==> config.mk <==
export PLATFORM = sky130hd
export DESIGN_NAME = fetch_unit
export DESIGN_NICKNAME = d
export VERILOG_FILES = /design/src/rtl/fetch_unit.sv
export SDC_FILE = /design/constraint.sdc
export NUM_CORES = 1
export LEC_CHECK = 0
export CAP_MARGIN = 20
export CORE_MARGIN = 10
export CORE_UTILIZATION = 41
export CTS_CLUSTER_DIAMETER = 40
export DETAILED_ROUTE_END_ITERATION = 16
export PLACE_DENSITY = 0.75
export SYNTH_ARGS = -nofsm -noshare
export SYNTH_HDL_FRONTEND = slang
export SYNTH_SLANG_ARGS = --single-unit
==> constraint.sdc <==
create_clock -name clk -period 1.3 [get_ports clk]
set_input_delay 0.26 -clock clk [delete_from_list [all_inputs] [get_ports clk]]
set_output_delay 0.26 -clock clk [all_outputs]
set_load 0.03 [all_outputs]
==> src/rtl/fetch_unit.sv <==
// rtl/fetch_unit.sv - instruction fetch stage with ready/valid output, redirect and halt
module fetch_unit #(
  parameter int PROG_LEN = 3
) (
  input  logic       clk,
  input  logic       reset,
  output logic [7:0] PC,
  input  logic [7:0] Instruction,
  output logic [7:0] instr_out,
  output logic [7:0] instr_pc,
  output logic       instr_valid,
  input  logic       instr_ready,
  input  logic       jump_en,
  input  logic [7:0] jump_target,
  output logic       halted,
  output logic [7:0] fetch_count
);

  typedef enum logic {
    FETCH = 1'b0,
    HALT  = 1'b1
  } state_t;

  localparam logic [8:0] PROG_END = 9'(PROG_LEN);

  state_t     state, state_n;
  logic [7:0] pc_n, instr_out_n, instr_pc_n, fetch_count_n;
  logic       instr_valid_n;
  logic       load;
  logic [8:0] pc_inc;

  assign load   = !instr_valid || instr_ready;
  assign pc_inc = {1'b0, PC} + 9'd1;
  assign halted = (state == HALT) && !instr_valid;

  always_ff @(posedge clk) begin
    if (reset) begin
      state       <= FETCH;
      PC          <= 8'd0;
      instr_out   <= 8'd0;
      instr_pc    <= 8'd0;
      instr_valid <= 1'b0;
      fetch_count <= 8'd0;
    end else begin
      state       <= state_n;
      PC          <= pc_n;
      instr_out   <= instr_out_n;
      instr_pc    <= instr_pc_n;
      instr_valid <= instr_valid_n;
      fetch_count <= fetch_count_n;
    end
  end

  // Redirect beats capture; a pending word is dropped even if accepted this cycle.
  always_comb begin
    state_n       = state;
    pc_n          = PC;
    instr_out_n   = instr_out;
    instr_pc_n    = instr_pc;
    instr_valid_n = instr_valid;
    fetch_count_n = fetch_count;
    if (jump_en) begin
      pc_n          = jump_target;
      instr_valid_n = 1'b0;
      state_n       = ({1'b0, jump_target} < PROG_END) ? FETCH : HALT;
    end else if (state == FETCH && load) begin
      instr_out_n   = Instruction;
      instr_pc_n    = PC;
      instr_valid_n = 1'b1;
      pc_n          = pc_inc[7:0];
      fetch_count_n = (fetch_count == 8'hFF) ? 8'hFF : fetch_count + 8'd1;
      if (pc_inc == PROG_END) begin
        state_n = HALT;
      end
    end else if (state == HALT && load) begin
      instr_valid_n = 1'b0;
    end
  end

endmodule
==> impl_metrics.py <==
metrics = {
    "synthesis": {
        "synth_top_area_share": 0.399,
        "avgSynthCellArea_um2": 8.63,
        "synth_compound_area_frac": 0.121,
        "synth_fa_ha_area_frac": 0.0220,
        "seq_area_frac_synth": 0.399,
        "synth_nets": 221,
        "synth_simple_gate_area_share": 0.283,
        "synth-seq-cells": 34,
        "synth.distinct_cells": 39,
        "synth_top_family_by_area": "simple AND/OR/NAND/NOR gates",
        "netlist_area_um2": 1710,
        "synth_cells": 198,
        "yosysTopAreaCell": "dfxtp_1",
        "ys_warn_count": 0,
        "synthXorXnorAreaFrac": 0.0769,
        "synthMuxAreaShare": 0.0293,
        "synth.area.top_cells": "dfxtp_1 40%, nand2_1 9.0%, a21oi_1 6.7%",
    },
    "power": {
        "p_leak_uw": 0.00111,
        "power_density_nw_per_um2": 943,
        "peakVddDrop_v": 0.000456,
    },
    "cts": {
        "clk_pin_slew_ns": 0.07,
        "insertion_delay_ns": 0.28,
        "clock_path_buffers": 2,
        "cts_hold_buf": 0,
        "cts_tree": "yes",
        "cts_root_buffer": "clkbuf_8",
        "cts.sinks": 34,
        "cts_buffers": 5,
        "htreeDepth": 2,
    },
    "placed_design": {
        "dp_hpwl_mm": 3.48,
        "numPortBuffers": 53,
        "dp_slack_ns": -0.662,
        "gp_congestion": 0.803,
    },
    "die": {
        "rows": 23,
        "io_pins": 54,
        "core_area_um2": 4030,
        "die_y_um": 84.5,
        "die_x_um": 84.5,
        "start_util": 0.424,
        "die_area_um2": 7150,
    },
    "timing": {
        "worstMarginPinSlew_ns": 0.313,
        "tns_ns": -0.137,
        "worst_slack_ns": -0.101,
        "slew_violations": 0,
        "timing.final.crit_share": 1.08,
        "final_hold_viol_count": 0,
        "fmax_mhz": 714,
        "skew_ns": 0.00791,
        "rsz0062_at_grt": "yes",
        "slew_headroom": 0.792,
        "fin_crit_ns": 1.40,
        "finalSetupViolations": 4,
    },
    "final_layout": {
        "layout-drive-gt1-share": 0.408,
        "final_common_cell": "buf_4",
        "area_growth_pct": 58.8,
        "nets": 305,
        "num_antenna_cells": 0,
        "layout.cells.most_common_list": "55 x buf_4, 40 x nand2_1, 22 x a21oi_1, 19 x dfxtp_1, 17 x clkdlybuf4s50_1",
    },
    "critical_path": {
        "arrival_ns": 1.63,
        "path_buf_inv": 0,
        "required_ns": 1.52,
        "worstSetupEndpointType": "flip-flop",
        "path_delay_family": "compound AO/OA/AOI/OAI gates",
        "cp_cell_sequence": "ha_4 -> nand3_4 -> a41oi_2 -> a31oi_1 -> o41ai_2 -> and2_1",
        "critPathKind": "flip-flop to flip-flop",
        "crit_slowest_cell": "dfxtp_4",
        "crit_fanout": 4,
        "cp-start-kind": "flip-flop",
        "max_stage_delay_ns": 0.38,
    },
    "route": {
        "routed_wirelength_mm": 4.79,
        "wl_per_cell_um": 14.4,
        "route.detailed.drc": 0,
        "drt.antenna.violating_nets": 0,
        "num_vias": 1656,
        "drtPass1Iterations": 4,
        "vias_per_cell": 4.99,
        "drt-initial-drc-count": 142,
    },
    "grt": {
        "grt_max_degree": 25,
        "grt_pass1_vias": 1632,
        "grt_use_total": 0.130,
        "grt-ovfl-total": 0,
        "grt_pass1_wl_mm": 7.92,
        "grt_antenna_before_repair": 0,
    },
    "min_path": {
        "hp-class": "flip-flop to flip-flop",
    },
    "run_status": {
        "violations": "setup timing",
        "outcome": "complete, but fails checks",
    },
    "flow_run": {
        "max-cap-violations": 0,
    },
}
-- registers in the layout (all words and copies together), names as in the netlist --
| register | count |
|---|---|
| fetch_count | 8 |
| PC | 8 |
| instr_pc | 8 |
| instr_valid | 1 |
| instr_out | 8 |
| state | 1 |
-- worst reg2reg max path, cell delays in order (launching register included) --
cell	delay, ns
dfxtp_4	0.38
ha_4	0.16
nand3_4	0.10
a41oi_2	0.17
a31oi_1	0.12
o41ai_2	0.23
and2_1	0.18
-- Yosys cell counts --
library cell   n
nand2_1       41
dfxtp_1       34
a21oi_1       23
nor2_1        14
xor2_1        10
nor3_1         7
buf_6          5
mux2i_1        5
xnor2_1        5
buf_4          4
nand3_2        4
nor2b_1        4
a31oi_1        3
clkbuf_1       3
ha_1           3
nand3_1        3
a211oi_1       2
a41oi_1        2
buf_2          2
inv_1          2
nor3_2         2
nor3b_1        2
nor4_2         2
a211o_1        1
a2bb2oi_1      1
a311oi_1       1
and2_1         1
and3_1         1
buf_1          1
nand2_2        1
nand2b_1       1
nand4_1        1
nand4_4        1
nor2_2         1
nor2_4         1
nor3_4         1
nor4b_2        1
o21ai_0        1
o41ai_1        1
-- area by class of cell --
type / count / area (µm²)
inverters: 2 / 7.51
clock buffers: 7 / 86.3
fillers: 319 / 1320
repair buffers: 92 / 781
well taps: 50 / 62.6
multi-input cells: 147 / 1050
flip-flops and latches: 34 / 722
-- power by group --
part	internal, µW	total, µW	switching, µW
registers	1090	1160	66.5
clock network	420	785	365
logic	296	615	318
total	1810	2560	750
-- worst paths after layout --
check,start,to,slack [ns],cells after the start
worst max-delay path,PC[1]$_SDFFE_PP0P_,state$_SDFFE_PP0P_,-0.10,6
worst min-delay path,instr_out[3]$_SDFFE_PP0P_,instr_out[3]$_SDFFE_PP0P_,0.45,2
worst max register to register,PC[1]$_SDFFE_PP0P_,state$_SDFFE_PP0P_,-0.10,6
worst min register to register,instr_out[3]$_SDFFE_PP0P_,instr_out[3]$_SDFFE_PP0P_,0.45,2
-- kinds of logic after synthesis --
kind of cell             count (synthesis)
AND/OR/NAND/NOR                         89
flip-flops                              34
multiplexers                             5
AO/OA/AOI/OAI                           35
buffers and inverters                   17
XOR/XNOR                                15
adder cells (fa/ha/maj)                  3
-- routing by layer --
metal | routed length [µm] | global-route usage | vias to the layer above
li1 | - | - | 841
met1 | 2020 | 0.158 | 760
met2 | 2400 | 0.207 | 47
met3 | 298 | 0.0454 | 8
met4 | 71 | 0.0464 | 0
met5 | 0 | 0 | -
-- per-stage QoR --
stage	hold WS [ns]	total power, µW	cells	utilization	cell area [µm²]
after floorplan	0.393	1490	198	-	1760
after global placement	0.442	1720	314	0.593	2390
after detailed placement	0.447	1730	314	0.593	2390
after CTS	0.455	2520	327	0.636	2560
after global routing	0.474	2680	332	0.673	2710
final	0.454	2560	332	0.673	2710
-- timing repair --
item / CTS / global route
endpoints found under the setup margin: 44 / 38
hold endpoints to repair: 0 / 0
gates resized for setup: 23 / 34
pin swaps: 5 / 8
buffers inserted: 6 / 5
No activity file was read; power rests on OpenSTA's default activity.
